File: src/rtl/spi_pkg.sv
// rtl/spi_pkg.sv - shared state, mode types and helpers for spi_master_cfg
package spi_pkg;

  typedef enum logic [2:0] {
    IDLE  = 3'd0,
    SETUP = 3'd1,
    XFER  = 3'd2,
    HOLD  = 3'd3,
    DONE  = 3'd4
  } spi_state_e;

  typedef struct packed {
    logic cpol;
    logic cpha;
  } spi_mode_t;

  localparam logic [1:0] MODE_0 = 2'b00;
  localparam logic [1:0] MODE_1 = 2'b01;
  localparam logic [1:0] MODE_2 = 2'b10;
  localparam logic [1:0] MODE_3 = 2'b11;

  // A single slave still gets a 1-bit select so the port never collapses to zero width.
  function automatic int cs_width(input int num_cs);
    return (num_cs > 1) ? $clog2(num_cs) : 1;
  endfunction

endpackage

File: src/rtl/spi_master_cfg_if.sv
// rtl/spi_master_cfg_if.sv - command/response bundle between front-end and spi_master_cfg
interface spi_master_cfg_if #(
  parameter int DATA_W = 8,
  parameter int NUM_CS = 1
);
  import spi_pkg::*;

  localparam int CS_W = cs_width(NUM_CS);

  logic              start;
  logic [1:0]        mode;
  logic [CS_W-1:0]   cs_sel;
  logic [DATA_W-1:0] data2send;
  logic              busy;
  logic              done;
  logic [DATA_W-1:0] data2receive;

  modport master (
    output start, mode, cs_sel, data2send,
    input  busy, done, data2receive
  );

  modport slave (
    input  start, mode, cs_sel, data2send,
    output busy, done, data2receive
  );

endinterface

File: src/rtl/spi_clk_gen.sv
// rtl/spi_clk_gen.sv - SCLK divider and edge sequencer for spi_master_cfg
module spi_clk_gen #(
  parameter int DATA_W  = 8,
  parameter int CLK_DIV = 4
) (
  input  logic clk,
  input  logic rst_n,
  input  logic run,
  input  logic xfer,
  input  logic load,
  input  logic cpol,
  output logic tick,
  output logic lead_pulse,
  output logic trail_pulse,
  output logic last_edge,
  output logic sclk
);

  localparam int DIV_W  = (CLK_DIV > 1) ? $clog2(CLK_DIV) : 1;
  localparam int EDGE_W = $clog2(2 * DATA_W);

  logic [DIV_W-1:0]  div_cnt;
  logic [EDGE_W-1:0] edge_cnt;
  logic              xfer_tick;

  assign tick        = run && (div_cnt == DIV_W'(CLK_DIV - 1));
  assign xfer_tick   = xfer && tick;
  // Even edge numbers leave the idle level, odd ones return to it.
  assign lead_pulse  = xfer_tick && !edge_cnt[0];
  assign trail_pulse = xfer_tick && edge_cnt[0];
  assign last_edge   = (edge_cnt == EDGE_W'(2 * DATA_W - 1));

  always_ff @(posedge clk or negedge rst_n) begin
    if (!rst_n) begin
      div_cnt <= '0;
    end else if (!run || tick) begin
      div_cnt <= '0;
    end else begin
      div_cnt <= div_cnt + DIV_W'(1);
    end
  end

  always_ff @(posedge clk or negedge rst_n) begin
    if (!rst_n) begin
      edge_cnt <= '0;
    end else if (!xfer) begin
      edge_cnt <= '0;
    end else if (tick) begin
      edge_cnt <= edge_cnt + EDGE_W'(1);
    end
  end

  always_ff @(posedge clk or negedge rst_n) begin
    if (!rst_n) begin
      sclk <= 1'b0;
    end else if (load) begin
      sclk <= cpol;
    end else if (xfer_tick) begin
      sclk <= ~sclk;
    end
  end

endmodule

File: src/rtl/spi_master_cfg.sv
// rtl/spi_master_cfg.sv - run-time configurable SPI master, one full-duplex word per start
module spi_master_cfg
  import spi_pkg::*;
#(
  parameter int DATA_W    = 8,
  parameter int CLK_DIV   = 4,
  parameter int NUM_CS    = 1,
  parameter bit MSB_FIRST = 1'b1
) (
  input  logic              clk,
  input  logic              rst_n,
  spi_master_cfg_if.slave   cmd,
  output logic              sclk,
  output logic              mosi,
  input  logic              miso,
  output logic [NUM_CS-1:0] cs
);

  localparam int CS_W = cs_width(NUM_CS);

  localparam logic [2:0] ST_IDLE  = IDLE;
  localparam logic [2:0] ST_SETUP = SETUP;
  localparam logic [2:0] ST_XFER  = XFER;
  localparam logic [2:0] ST_HOLD  = HOLD;
  localparam logic [2:0] ST_DONE  = DONE;

  logic [2:0]        state;
  logic              cpha_q;
  logic [DATA_W-1:0] tx_sr;
  logic [DATA_W-1:0] rx_sr;
  logic              done_q;
  logic [DATA_W-1:0] rx_q;

  spi_mode_t         mode_in;
  logic [DATA_W-1:0] tx_ordered;
  logic              accept;
  logic              run;
  logic              tick;
  logic              lead_pulse;
  logic              trail_pulse;
  logic              last_edge;
  logic              sample_edge;
  logic              shift_edge;

  function automatic logic [DATA_W-1:0] bit_reverse(input logic [DATA_W-1:0] w);
    logic [DATA_W-1:0] r;
    r = '0;
    for (int i = 0; i < DATA_W; i++) begin
      r[i] = w[DATA_W-1-i];
    end
    return r;
  endfunction

  // A select beyond NUM_CS matches no line, so the frame runs with every cs released.
  function automatic logic [NUM_CS-1:0] cs_decode(input logic [CS_W-1:0] sel);
    logic [NUM_CS-1:0] r;
    r = '1;
    for (int i = 0; i < NUM_CS; i++) begin
      r[i] = (sel != CS_W'(i));
    end
    return r;
  endfunction

  assign mode_in    = spi_mode_t'(cmd.mode);
  // Internally the word is always shifted MSB first; LSB-first is a reversal at the edges.
  assign tx_ordered = MSB_FIRST ? cmd.data2send : bit_reverse(cmd.data2send);
  assign accept     = cmd.start && (state == ST_IDLE) && !done_q;
  assign run        = (state == ST_SETUP) || (state == ST_XFER) || (state == ST_HOLD);
  assign sample_edge = cpha_q ? trail_pulse : lead_pulse;
  assign shift_edge  = cpha_q ? lead_pulse : (trail_pulse && !last_edge);

  assign cmd.busy         = (state != ST_IDLE) || done_q;
  assign cmd.done         = done_q;
  assign cmd.data2receive = rx_q;

  spi_clk_gen #(
    .DATA_W  (DATA_W),
    .CLK_DIV (CLK_DIV)
  ) u_clk_gen (
    .clk         (clk),
    .rst_n       (rst_n),
    .run         (run),
    .xfer        (state == ST_XFER),
    .load        (accept),
    .cpol        (mode_in.cpol),
    .tick        (tick),
    .lead_pulse  (lead_pulse),
    .trail_pulse (trail_pulse),
    .last_edge   (last_edge),
    .sclk        (sclk)
  );

  always_ff @(posedge clk or negedge rst_n) begin
    if (!rst_n) begin
      state  <= ST_IDLE;
      cpha_q <= 1'b0;
      tx_sr  <= '0;
      rx_sr  <= '0;
      done_q <= 1'b0;
      rx_q   <= '0;
      mosi   <= 1'b0;
      cs     <= '1;
    end else begin
      done_q <= 1'b0;
      case (state)
        ST_IDLE: begin
          if (accept) begin
            cpha_q <= mode_in.cpha;
            // CPHA=1 re-drives the first bit on the first leading edge, so keep it in the register.
            tx_sr  <= mode_in.cpha ? tx_ordered : (tx_ordered << 1);
            rx_sr  <= '0;
            mosi   <= tx_ordered[DATA_W-1];
            cs     <= cs_decode(cmd.cs_sel);
            state  <= ST_SETUP;
          end
        end
        ST_SETUP: begin
          if (tick) begin
            state <= ST_XFER;
          end
        end
        ST_XFER: begin
          if (sample_edge) begin
            rx_sr <= {rx_sr[DATA_W-2:0], miso};
          end
          if (shift_edge) begin
            mosi  <= tx_sr[DATA_W-1];
            tx_sr <= tx_sr << 1;
          end
          if (tick && last_edge) begin
            state <= ST_HOLD;
          end
        end
        ST_HOLD: begin
          if (tick) begin
            state <= ST_DONE;
          end
        end
        ST_DONE: begin
          cs     <= '1;
          mosi   <= 1'b0;
          done_q <= 1'b1;
          rx_q   <= MSB_FIRST ? rx_sr : bit_reverse(rx_sr);
          state  <= ST_IDLE;
        end
        default: begin
          state <= ST_IDLE;
        end
      endcase
    end
  end

endmodule
File: src/flat_wrapper.sv
// flat-port wrapper written by rule: the top's interface ports become plain ports
module spi_master_cfg_flat import spi_pkg::*;
#(
  parameter int DATA_W    = 8,
  parameter int CLK_DIV   = 4,
  parameter int NUM_CS    = 1,
  parameter bit MSB_FIRST = 1'b1
)
  (clk, rst_n, sclk, mosi, miso, cs, cmd_start, cmd_mode, cmd_cs_sel, cmd_data2send, cmd_busy, cmd_done, cmd_data2receive);
  spi_master_cfg_if #(.DATA_W(DATA_W), .NUM_CS(NUM_CS)) cmd_i ();
  input  logic clk;
  input  logic rst_n;
  output logic sclk;
  output logic mosi;
  input  logic miso;
  output logic [NUM_CS-1:0] cs;
  input wire logic [$bits(cmd_i.start)-1:0] cmd_start;
  input wire logic [$bits(cmd_i.mode)-1:0] cmd_mode;
  input wire logic [$bits(cmd_i.cs_sel)-1:0] cmd_cs_sel;
  input wire logic [$bits(cmd_i.data2send)-1:0] cmd_data2send;
  output wire logic [$bits(cmd_i.busy)-1:0] cmd_busy;
  output wire logic [$bits(cmd_i.done)-1:0] cmd_done;
  output wire logic [$bits(cmd_i.data2receive)-1:0] cmd_data2receive;
  assign cmd_i.start = cmd_start;
  assign cmd_i.mode = cmd_mode;
  assign cmd_i.cs_sel = cmd_cs_sel;
  assign cmd_i.data2send = cmd_data2send;
  assign cmd_busy = cmd_i.busy;
  assign cmd_done = cmd_i.done;
  assign cmd_data2receive = cmd_i.data2receive;
  spi_master_cfg #(.DATA_W(DATA_W), .CLK_DIV(CLK_DIV), .NUM_CS(NUM_CS), .MSB_FIRST(MSB_FIRST)) u_core (.clk(clk), .rst_n(rst_n), .cmd(cmd_i), .sclk(sclk), .mosi(mosi), .miso(miso), .cs(cs));
endmodule
File: config.mk
export PLATFORM = sky130hd
export DESIGN_NAME = spi_master_cfg_flat
export DESIGN_NICKNAME = d
export VERILOG_FILES = /design/src/rtl/spi_pkg.sv /design/src/rtl/spi_master_cfg_if.sv /design/src/rtl/spi_clk_gen.sv /design/src/rtl/spi_master_cfg.sv /design/src/flat_wrapper.sv
export SDC_FILE = /design/constraint.sdc
export NUM_CORES = 1
export LEC_CHECK = 0
export CORE_UTILIZATION = 30
export DETAILED_ROUTE_END_ITERATION = 8
export DONT_BUFFER_PORTS = 1
export PLACE_DENSITY = 0.41
export SLEW_MARGIN = 20
export SYNTH_ARGS = -nofsm -noshare
export SYNTH_HDL_FRONTEND = slang
export SYNTH_HIERARCHICAL = 1
export SYNTH_SLANG_ARGS = --single-unit
File: constraint.sdc
create_clock -name clk -period 4.93 [get_ports clk]
set_clock_uncertainty 0.15 [all_clocks]
set_input_delay 0.493 -clock clk [delete_from_list [all_inputs] [get_ports clk]]
set_output_delay 0.493 -clock clk [all_outputs]
set_load 0.005 [all_outputs]
# Yosys cells after proc, flatten, opt, wreduce, memory -nomap -nowiden
# Cells that the tools add are included.
dict set report word_totals {
  in_bits 15
  register_bits 38
  elab_cells 80
}
dict set report op_classes {
  addsub 2
  n_mux 25
  reduce_logical 28
  n_bitwise 1
  n_eq_ne 13
}
# operator n
set ops {}
lappend ops {{8-bit 2-to-1 mux} 5}
lappend ops {{8-bit case mux with 2 select lines} 2}
lappend ops {{2-bit by 1-bit != test with 1-bit output, second input constant} 7}
lappend ops {{3-bit 2-to-1 mux} 4}
lappend ops {{3-bit case mux with 4 select lines} 1}
lappend ops {{3-bit AND reduction} 3}
lappend ops {{1-bit logical AND} 8}
lappend ops {{1-bit 2-to-1 mux} 8}
lappend ops {{4-bit 2-to-1 mux} 2}
lappend ops {{3-bit by 2-bit equality test with 1-bit output, second input constant} 2}
lappend ops {{2-bit nonzero test} 3}
lappend ops {{3-bit nonzero test} 2}
lappend ops {{4-bit by 1-bit adder with 4-bit output, second input constant} 1}
lappend ops {{4-bit equality test, second input constant} 1}
lappend ops {{1-bit logical NOT} 4}
lappend ops {{1-bit logical OR} 4}
lappend ops {{2-bit AND reduction} 2}
lappend ops {{4-bit AND reduction} 1}
lappend ops {{3-bit by 1-bit equality test with 1-bit output, second input constant} 1}
lappend ops {{3-bit equality test, second input constant} 1}
lappend ops {{3-bit logical NOT} 1}
lappend ops {{1-bit case mux with 3 select lines} 1}
lappend ops {{2-bit by 1-bit adder with 2-bit output, second input constant} 1}
lappend ops {{2-bit equality test, second input constant} 1}
lappend ops {{other kinds (3)} 3}

# Logic depth before layout (Yosys ltp)
# Gate-level depths: netlist of run 1.
dict set report depth {
  ltp_word 10
  mapped_depth 11
  ltp_nobuf 9
}

# Modules after synthesis
# Netlist of run 1, hierarchy kept.
# module cells_each n_inst area_per_inst_um2 seq_area_each_um2
set modules_own_cells {}
lappend modules_own_cells {spi_master_cfg 139 1 1542.7 777.0}
lappend modules_own_cells {spi_clk_gen 32 1 340.3 175.2}

# Worst setup path before layout of run 1
# No wires, ideal clock.
dict set report synth_timing {
  path_kind {register to register}
  from {register u_core.state[2]}
  to {register u_core.tx_sr[0]}
  stages_incl_launch_ff 11
  t_arrival_ps 2021
  setup_slack_ps 2634
  setup_time_ps 125
  path_cell_list {dfrtp_1 buf_4 nor2_1 nand2_2 inv_1 and3_1 nor3b_1 a21oi_1 a21o_1 buf_4 mux2_2}
}
dict set report synth_via {
  elab_chain_cells 10
  word_cells_on_any_way 19
  cone_classes {eq/ne: 5; mux: 2; reduce/logical: 12}
}
# element line_no
set synth_rtl {}
lappend synth_rtl {{start, declared} spi_master_cfg.sv:27} ;# logic [2:0] state;
lappend synth_rtl {{start signal, assigned} spi_master_cfg.sv:95} ;# state <= ST_IDLE;
lappend synth_rtl {{start signal, assigned} spi_master_cfg.sv:114} ;# state <= ST_SETUP;
lappend synth_rtl {{start signal, assigned} spi_master_cfg.sv:119} ;# state <= ST_XFER;
lappend synth_rtl {{3-bit by 1-bit equality test with 1-bit output / 3-bit by 2-bit equality test with 1-bit output (equally long branches)} spi_master_cfg.sv:68} ;# assign run = (state == ST_SETUP) || (state == ST_XFER) || (state == ST_HOLD);
lappend synth_rtl {{1-bit logical OR} spi_master_cfg.sv:68}
lappend synth_rtl {{1-bit logical OR *} spi_master_cfg.sv:68}
lappend synth_rtl {{named net u_core.run} spi_master_cfg.sv:37} ;# logic run;
lappend synth_rtl {{1-bit logical AND *} spi_clk_gen.sv:26} ;# assign tick = run && (div_cnt == DIV_W'(CLK_DIV - 1));
lappend synth_rtl {{named net u_core.tick} spi_master_cfg.sv:38} ;# logic tick;
lappend synth_rtl {{1-bit logical AND *} spi_clk_gen.sv:27} ;# assign xfer_tick = xfer && tick;
lappend synth_rtl {{1-bit logical AND *} spi_clk_gen.sv:30} ;# assign trail_pulse = xfer_tick && edge_cnt[0];
lappend synth_rtl {{named net u_core.trail_pulse} spi_master_cfg.sv:40} ;# logic trail_pulse;
lappend synth_rtl {{1-bit logical AND *} spi_master_cfg.sv:70} ;# assign shift_edge = cpha_q ? lead_pulse : (trail_pulse && !last_edge);
lappend synth_rtl {{1-bit 2-to-1 mux *} spi_master_cfg.sv:70}
lappend synth_rtl {{2-bit by 1-bit != test with 1-bit output (no line) *} n/a}
lappend synth_rtl {{3-bit AND reduction (no line) *} n/a}
lappend synth_rtl {{end signal, assigned} spi_master_cfg.sv:110} ;# tx_sr <= mode_in.cpha ? tx_ordered : (tx_ordered << 1);
lappend synth_rtl {{end signal, assigned} spi_master_cfg.sv:128} ;# tx_sr <= tx_sr << 1;
lappend synth_rtl {{end, declared} spi_master_cfg.sv:29} ;# logic [DATA_W-1:0] tx_sr;
# The timed path passes the listed nets; every way through them passes the cells marked *.
# A chain may end at the register's enable or synchronous reset.

# Final worst setup path of run 1
dict set report layout_timing {
  from {register u_core.state[0]}
  to {register u_core.tx_sr[2]}
}
# Same word-level chain as after synthesis.

==> results.env, run 1 <==
RESULT_OF_THE_RUN='complete, no violations'
SYN2LAYOUT_AREA_GROWTH_PCT=10.8
WORST_SETUP_HOLD_PATH_CLK_SLEW_PS=80
CORE.ROWCOUNT=28
IO_PINS=28
MAX_BUFFERS_ROOT_TO_SINK=2
YOSYS.CELL_COUNT.TOP_TYPE='sky130_fd_sc_hd__dfrtp_1'
SYNTH_XOR_AREA_FRAC=0.0186
YS.WARNINGS.COUNT=6
GRT_FIRST_PASS_WIRELENGTH_UM=6070
FINALWORSTPATHREQUIREDPERIOD_PS=2690
WORSTPATHREQUIRED_PS=4960
HOLDPATHSTAGES=2
SYNTH_AREA_UM2=1880
GRT_UTIL_ALL_LAYERS=0.125
GRT_START_MAX_NET_PINS=39
NET_COUNT_SYNTH=188
SLOWEST_DELAY_PS=500
FINAL.FILL_COUNT=610
CRITICAL_PATH.CELL_CHAIN='nor2_1 -> nor2_1 -> nand2_2 -> inv_1 -> and3_1 -> nor3b_1 -> a21oi_1 -> a21o_1 -> mux2_2'
SYNTH-ADDER-AREA-SHARE=0.0133
NUMPORTBUFFERS=0
FIRSTDRTPASSITERS=4
YOSYS.CELL_TYPES.COUNT=35
SEQUENTIALPOWERSHARE=0.440
CRITICAL-PATH-SLOWEST-CELL='sky130_fd_sc_hd__dfrtp_1'
YS_ASYNC_SR_FRACTION=1.00
SETUP.WORST_PATH.CLASS='reg2reg'
CLOCKPOWERSHARE=0.308
DIE_BOUNDARY_WIDTH_UM=81.2
MAXCLOCKFREQUENCY_MHz=372
POST-SYNTH-TOP-AREA-FRACTION=0.492
HOLD_CLASS='in2reg'
DPL.HPWL_UM=2420
R2R_SLACK_PS=2240
SWITCHING_SHARE=0.298
CPLARGESTDELAYFAMILY='simple AND/OR/NAND/NOR gates'
CTS.REPAIR_TIMING.SETUP_BUFFER_COUNT=0
DRIVE_ABOVE_1_SHARE=0.191
TIMING_MAX_TRANSITION_VIOLATIONS_FINAL=0
POWER_PER_CELL_AREA_nW_PER_UM2=513
POSTSYNTHREGISTERBITS=38
FIRST_ITER_VIOLATIONS=94
DETAILED_ROUTE_VIAS_PER_INSTANCE=4.67
SYN_AVG_CELL_AREA_UM2=11.0
YOSYS-TOP-CELLS-COUNT='37 x sky130_fd_sc_hd__dfrtp_1, 21 x sky130_fd_sc_hd__nand2_1, 18 x sky130_fd_sc_hd__mux2_2'
PATH_BUF_INV=1
SETUP_VIOL=0
MAXSLEWHEADROOM=0.668
NUMBER_OF_NETS_STILL_FAILING_ANTENNA_CHECKS_AFTER_ROUTING=0
SYNTH_SEQ_AREA_SHARE=0.506
TOTAL_SWITCHING_POWER_uW=319
MUXSHAREOFSYNTHAREA=0.193
TIMING.FINAL.WS_SETUP_PS=2240
SYNTH_TOP_FAMILY_BY_AREA='multiplexers'
DIE_H_UM=81.2
SYNTH-COMPOUND-AREA-SHARE=0.0764
TIMING.HOLD.WORST_ENDPOINT='u_core/rx_sr[0]$_DFFE_PN0P_'
YS.FLOP_TYPE='sky130_fd_sc_hd__dfrtp_1'
CRITPATHLAUNCHTYPE='register'
DETAILROUTE.VIA_COUNT=1157
SYNTH_TOP_CELLS_BY_AREA='sky130_fd_sc_hd__dfrtp_1 49%, sky130_fd_sc_hd__mux2_2 11%, sky130_fd_sc_hd__mux2i_1 8.5%'
CTS_HTREE_LEVELS=2
FIN_SETUP_TNS_PS=0
P_COMB_FRAC=0.252
MOST_COMMON_CELL_ON_CRIT_PATH='sky130_fd_sc_hd__nor2_1'
PRECTSSETUPSLACK_PS=1980
DRT_WL_TOTAL_UM=3620
CLOCK_INSERTION_DELAY_WORST_SKEW_PS=290
GRT_ANTENNA_BEFORE_REPAIR=0
MULTIINPUTGATEAREA_UM2=812
CLKSINKCOUNT=38
TIMING.HOLD.WORST.START='miso'
FINALNETCOUNT=189
SETUP_REPAIR_AFTER_GLOBAL_ROUTING_MISSED_ITS_MARGIN='false'
CRIT_ARRIVAL_PS=2720
NETLIST.TOP_CELL.BY_AREA='sky130_fd_sc_hd__dfrtp_1'
DESIGN.CORE.AREA_UM2=5990
POST-ROUTE-PERIOD-UTIL=0.546
HIGHEST_NET_FANOUT_ALONG_THE_WORST_PATH=8
WORST-R2R-CELL-COUNT=9
STATIC-LEAKAGE-POWER_nW=0.976
SYNTH_CELLS=171
CTS_BUFFERS=5
WORST_SLEW_PIN_SLEW_PS=498
MAXCAPVIOLCOUNT=0
TIMING.CRITICAL_PATH.TO_TYPE='register'
ROUTED_WIRE_LENGTH_PER_INSTANCE_UM=14.6
INTERNAL_POWER_OF_THE_CELLS_uW=751
NUMBER_OF_GLOBAL_ROUTE_VIAS_BEFORE_REPAIR=1201
FINAL_HOLD_VIOL_COUNT=0
GR-TOTAL-OVERFLOW=0
WORSTREG2REGEND='u_core/tx_sr[2]$_DFFE_PN0P_'
SYNTH_ENABLE_FLOP_CELLS=0
POST-ROUTE-DRC-COUNT=0
SEQUENTIAL_CELL_AREA_UM2=952
INITIAL_UTILIZATION=0.314
SYNTHSIMPLEGATEAREAFRAC=0.130
PLACE_CONGESTION=0.764
DIODES_INSERTED=0
TRITONCTS_CLOCK_TREE='done'
REG2REG_FROM='u_core/state[0]$_DFFE_PN0P_'
MAX-VDD-IR-DROP_V=0.000133
CTS-ROOT-BUF='sky130_fd_sc_hd__clkbuf_8'
DIE-AREA_UM2=6600
==> layer usage <==
| metal | wire length, um | up-vias | track usage |
|---|---|---|---|
| met4 | 33 | 0 | 0.0482 |
| met2 | 1700 | 21 | 0.194 |
| met3 | 213 | 5 | 0.0472 |
| met1 | 1680 | 554 | 0.156 |
| li1 | - | 577 | - |
| met5 | 0 | - | 0 |
==> worst register-to-register path: stages, from the launching register on <==
cell and delay, ps:
sky130_fd_sc_hd__dfrtp_1 500, sky130_fd_sc_hd__nor2_1 270, sky130_fd_sc_hd__nor2_1 150, sky130_fd_sc_hd__nand2_2 160, sky130_fd_sc_hd__inv_1 110, sky130_fd_sc_hd__and3_1 210, sky130_fd_sc_hd__nor3b_1 130, sky130_fd_sc_hd__a21oi_1 170
sky130_fd_sc_hd__a21o_1 350, sky130_fd_sc_hd__mux2_2 380
==> cell type report <==
class                           instances  area share
Timing Repair Buffer                    3      0.0198
Tap cell                               75      0.0450
Sequential cell                        38       0.456
Clock inverter                          2      0.0288
Inverter                               12      0.0216
Multi-Input combinational cell        112       0.389
Clock buffer                            6      0.0396
==> power by group through the flow <==
stage / Clock [mW] / Combinational, mW / Sequential [mW]
after CTS: 0.338 / 0.269 / 0.472
after global routing: 0.353 / 0.302 / 0.486
after detailed placement: 0 / 0.258 / 0.479
after floorplan: 0 / 0.264 / 0.441
final: 0.330 / 0.270 / 0.471
after global placement: 0 / 0.252 / 0.474
==> cell usage in the layout, fill, tap and decap left out, types with 3 or more instances in the layout <==
cell                       instances
sky130_fd_sc_hd__mux2_2           18
sky130_fd_sc_hd__a21oi_1           3
sky130_fd_sc_hd__inv_1            12
sky130_fd_sc_hd__nand3_1           4
sky130_fd_sc_hd__nor2_1            8
sky130_fd_sc_hd__mux2i_1          16
sky130_fd_sc_hd__o21ai_0           4
sky130_fd_sc_hd__dfrtp_1          37
sky130_fd_sc_hd__and2_1            3
sky130_fd_sc_hd__and3_1            3
sky130_fd_sc_hd__xnor2_1           3
sky130_fd_sc_hd__clkbuf_8          6
sky130_fd_sc_hd__nand2_1          21
sky130_fd_sc_hd__o21ai_1           8
==> cells by family after synthesis <==
logic type	after synthesis
buffers and inverters	21
XOR/XNOR	4
AO/OA/AOI/OAI	24
AND/OR/NAND/NOR	48
adder cells (fa/ha/maj)	2
multiplexers	34
flip-flops	38
==> worst max-delay path by stage <==
stage | from | to | slack (ps) | cells after the start
after floorplan | u_core/state[2]$_DFFE_PN0P_ | u_core/tx_sr[0]$_DFFE_PN0P_ | 2630 | 10
after global placement | u_core/state[2]$_DFFE_PN0P_ | u_core/tx_sr[3]$_DFFE_PN0P_ | 2070 | 6
after detailed placement | u_core/state[2]$_DFFE_PN0P_ | u_core/tx_sr[2]$_DFFE_PN0P_ | 1980 | 6
after CTS | u_core/state[2]$_DFFE_PN0P_ | u_core/tx_sr[2]$_DFFE_PN0P_ | 1960 | 6
after global routing | u_core/state[0]$_DFFE_PN0P_ | u_core/tx_sr[4]$_DFFE_PN0P_ | 2040 | 9
final | u_core/state[0]$_DFFE_PN0P_ | u_core/tx_sr[2]$_DFFE_PN0P_ | 2240 | 9
==> what timing repair did <==
item / in CTS / in global routing
endpoints found under the hold margin: 38 / 0
hold buffers: 2 / 0
gates resized for setup: 0 / 0
==> registers in the layout (all words and copies together), names as in the netlist <==
name / count
u_core/cmd.data2receive: 8
u_core/rx_sr: 8
u_core/tx_sr: 8
u_core/u_clk_gen/edge_cnt: 4
u_core/state: 3
u_core/u_clk_gen/div_cnt: 2
u_core/cmd.done: 1
u_core/cpha_q: 1
u_core/cs: 1
u_core/mosi: 1
u_core/u_clk_gen/sclk: 1
==> metrics by stage <==
stage	total power, mW	instance area, um2	cells	utilization	hold WS, ps
after floorplan	0.705	1880	171	-	47.4
after global placement	0.726	1900	237	0.318	48.7
after detailed placement	0.737	1900	237	0.318	48.6
after CTS	1.08	2080	247	0.346	179
after global routing	1.14	2090	248	0.348	186
final	1.07	2090	248	0.348	190
Note: power is estimated with default switching activity, not from simulation.
==> inputs of run 2 (changes only) <==
Settings changed: PLACE_DENSITY 0.41 to 0.42.
Clock period 4.93 ns to 2.2 ns, I/O delays scaled along.
==> run 2 against run 1 <==
Compared with the run above:
- worst setup slack worse by 2100 ps
- combinational power rose to 2.9 times the previous value
- count of clock-buffer cells in the layout unchanged
- largest cell class unchanged
==> results.env, run 2 (synthesized netlist as in run 1, its figures left out) <==
RESULT_OF_THE_RUN='complete, no violations'
POST-ROUTE-PERIOD-UTIL=0.957
CORE.ROWCOUNT=28
ROUTE.MET2.WL_UM=1770
MAXCAPVIOLCOUNT=0
DETAILED_ROUTE_VIAS_PER_INSTANCE=4.72
FIRST_ITER_VIOLATIONS=31
NUMBER_OF_GLOBAL_ROUTE_VIAS_BEFORE_REPAIR=1311
GRT_FIRST_PASS_WIRELENGTH_UM=6150
REG2REG_FROM='u_core/state[0]$_DFFE_PN0P_'
CTS-ROOT-BUF='sky130_fd_sc_hd__clkbuf_8'
SETUP_REPAIR_AFTER_GLOBAL_ROUTING_MISSED_ITS_MARGIN='false'
CLKSINKCOUNT=38
FINAL_CELL_MIX='37 x sky130_fd_sc_hd__dfrtp_1, 21 x sky130_fd_sc_hd__nand2_1, 18 x sky130_fd_sc_hd__mux2_2'
P_COMB_FRAC=0.340
IO_PINS=28
WORSTPATHREQUIRED_PS=2230
WORSTREG2REGEND='u_core/tx_sr[7]$_DFFE_PN0P_'
SEQUENTIALPOWERSHARE=0.443
TRITONCTS_CLOCK_TREE='done'
STATIC-LEAKAGE-POWER_nW=1.04
TIMING.HOLD.WORST_ENDPOINT='u_core/cs$_DFFE_PN1P_'
DRT_WL_TOTAL_UM=3600
MOSTFREQUENTLAYOUTCELL='sky130_fd_sc_hd__dfrtp_1'
ROUTED_WIRE_LENGTH_PER_INSTANCE_UM=13.6
CRITPATHLAUNCHTYPE='register'
MET3ROUTEDLENGTH_UM=149
MAXCLOCKFREQUENCY_MHz=475
CLOCKPOWERSHARE=0.217
WORST_SLEW_PIN_SLEW_PS=496
DPL.HPWL_UM=2630
HOLD_CLASS='in2reg'
HOLDPATHSTAGES=3
FIRSTDRTPASSITERS=4
TOP_LAYER_USED='met4'
FINAL_HOLD_VIOL_COUNT=0
SETUP_VIOL=0
MAX-VDD-IR-DROP_V=0.000362
GRT_UTIL_ALL_LAYERS=0.127
DESIGN.CORE.AREA_UM2=5990
SWITCHING_SHARE=0.323
GRT_ANTENNA_BEFORE_REPAIR=0
UTILIZATION=0.368
FINALWORSTPATHREQUIREDPERIOD_PS=2110
GRT_START_MAX_NET_PINS=39
GR-TOTAL-OVERFLOW=0
WORST_SETUP_HOLD_PATH_CLK_SLEW_PS=80
TIMING.CRITICAL_PATH.TO_TYPE='register'
CTS_HTREE_LEVELS=2
DIE-AREA_UM2=6600
NUMPORTBUFFERS=0
SYN2LAYOUT_AREA_GROWTH_PCT=17.0
TIMING.HOLD.WORST.START='cmd_cs_sel'
DIE_H_UM=81.2
DRIVE_ABOVE_1_SHARE=0.280
DIE_BOUNDARY_WIDTH_UM=81.2
POWER_PER_CELL_AREA_nW_PER_UM2=1050
SETUP.WORST_PATH.CLASS='reg2reg'
HIGHEST_NET_FANOUT_ALONG_THE_WORST_PATH=8
INTERNAL_POWER_OF_THE_CELLS_mW=1.57
TIMING_MAX_TRANSITION_VIOLATIONS_FINAL=0
DIODES_INSERTED=0
CTS_BUFFERS=5
HOLD-WORST-SLACK_PS=13.3
WORST-R2R-CELL-COUNT=7
POST-ROUTE-DRC-COUNT=0
R2R_SLACK_PS=90
MAX_BUFFERS_ROOT_TO_SINK=2
WL_MET1_UM=1620
CLOCK_INSERTION_DELAY_WORST_SKEW_PS=290
FINALNETCOUNT=205
INITIAL_UTILIZATION=0.314
TOTAL_SWITCHING_POWER_uW=749
MAXSLEWHEADROOM=0.669
PLACE_CONGESTION=0.754
NUMBER_OF_NETS_STILL_FAILING_ANTENNA_CHECKS_AFTER_ROUTING=0
CRIT_ARRIVAL_PS=2130
DETAILROUTE.VIA_COUNT=1245
==> run 2: changes by cell type in the layout (fill, tap and decap cells not counted), sizes merged <==
cell         change
clkinvlp         +1
clkinv           +1
bufinv           -2
buf             +13
dlygate4sd3      +3
==> run 2: area by class of cell <==
| cell class | count | area [um2] |
|---|---|---|
| Clock inverter | 2 | 12.5 |
| Sequential cell | 38 | 952 |
| Timing Repair Buffer | 19 | 169 |
| Inverter | 12 | 45.0 |
| Clock buffer | 6 | 82.6 |
| Fill cell | 605 | 3790 |
| Tap cell | 75 | 93.8 |
| Multi-Input combinational cell | 112 | 848 |
==> run 2: worst max path at each step <==
stage,startpoint,end,cells after the start,slack [ps]
global placement,u_core/u_clk_gen/div_cnt[0]$_DFF_PN0_,u_core/tx_sr[0]$_DFFE_PN0P_,8,50
CTS,u_core/state[0]$_DFFE_PN0P_,u_core/tx_sr[7]$_DFFE_PN0P_,7,30
finish,u_core/state[0]$_DFFE_PN0P_,u_core/tx_sr[7]$_DFFE_PN0P_,7,90
detailed placement,u_core/state[0]$_DFFE_PN0P_,u_core/tx_sr[7]$_DFFE_PN0P_,9,-8
floorplan,u_core/state[0]$_DFFE_PN0P_,u_core/tx_sr[0]$_DFFE_PN0P_,11,20
global route,u_core/state[0]$_DFFE_PN0P_,u_core/tx_sr[7]$_DFFE_PN0P_,7,0.9
==> run 2: critical path: stages (launching register included) <==
cell and delay (ps):
sky130_fd_sc_hd__dfrtp_1 430, sky130_fd_sc_hd__buf_6 160, sky130_fd_sc_hd__nor3b_4 280, sky130_fd_sc_hd__and3_1 210
sky130_fd_sc_hd__nor3b_2 180, sky130_fd_sc_hd__a21oi_2 70, sky130_fd_sc_hd__a21o_4 250, sky130_fd_sc_hd__mux2_2 280
==> run 2: through the flow <==
| stage | power, mW | setup slack [ps] | setup TNS, ps | instances | instance area, um2 |
|---|---|---|---|---|---|
| finish | 2.31 | 94.8 | 0 | 264 | 2200 |
| global route | 2.49 | 0.937 | 0 | 264 | 2200 |
| CTS | 2.33 | 33.8 | 0 | 263 | 2180 |
| detailed placement | 1.79 | -8.25 | -35.9 | 250 | 2020 |
| global placement | 1.77 | 45.2 | 0 | 250 | 2020 |
| floorplan | 1.60 | 25.0 | 0 | 171 | 1900 |
==> run 2: what timing repair did <==
action                                  4_1_cts  5_1_grt
resized for setup                             1        5
hold buffers                                  5        0
buffers inserted                              0        1
endpoints found under the setup margin        8       11
pin swaps                                     0        2
endpoints found under the hold margin        41        0
gates cloned                                  0        0
==> run 2: power by group through the flow <==
stage,Clock [mW],Sequential (mW),Combinational [mW]
final,0.502,1.03,0.787
after global placement,0,1.04,0.731
after floorplan,0,0.991,0.613
after detailed placement,0,1.04,0.745
after CTS,0.527,1.03,0.776
after global routing,0.555,1.06,0.873
==> run 2: routing by layer <==
metal  vias up  global-route usage
met1       614               0.146
met4         0              0.0589
met2        19               0.216
met5         -                   0
li1        606                   -
met3         6              0.0382
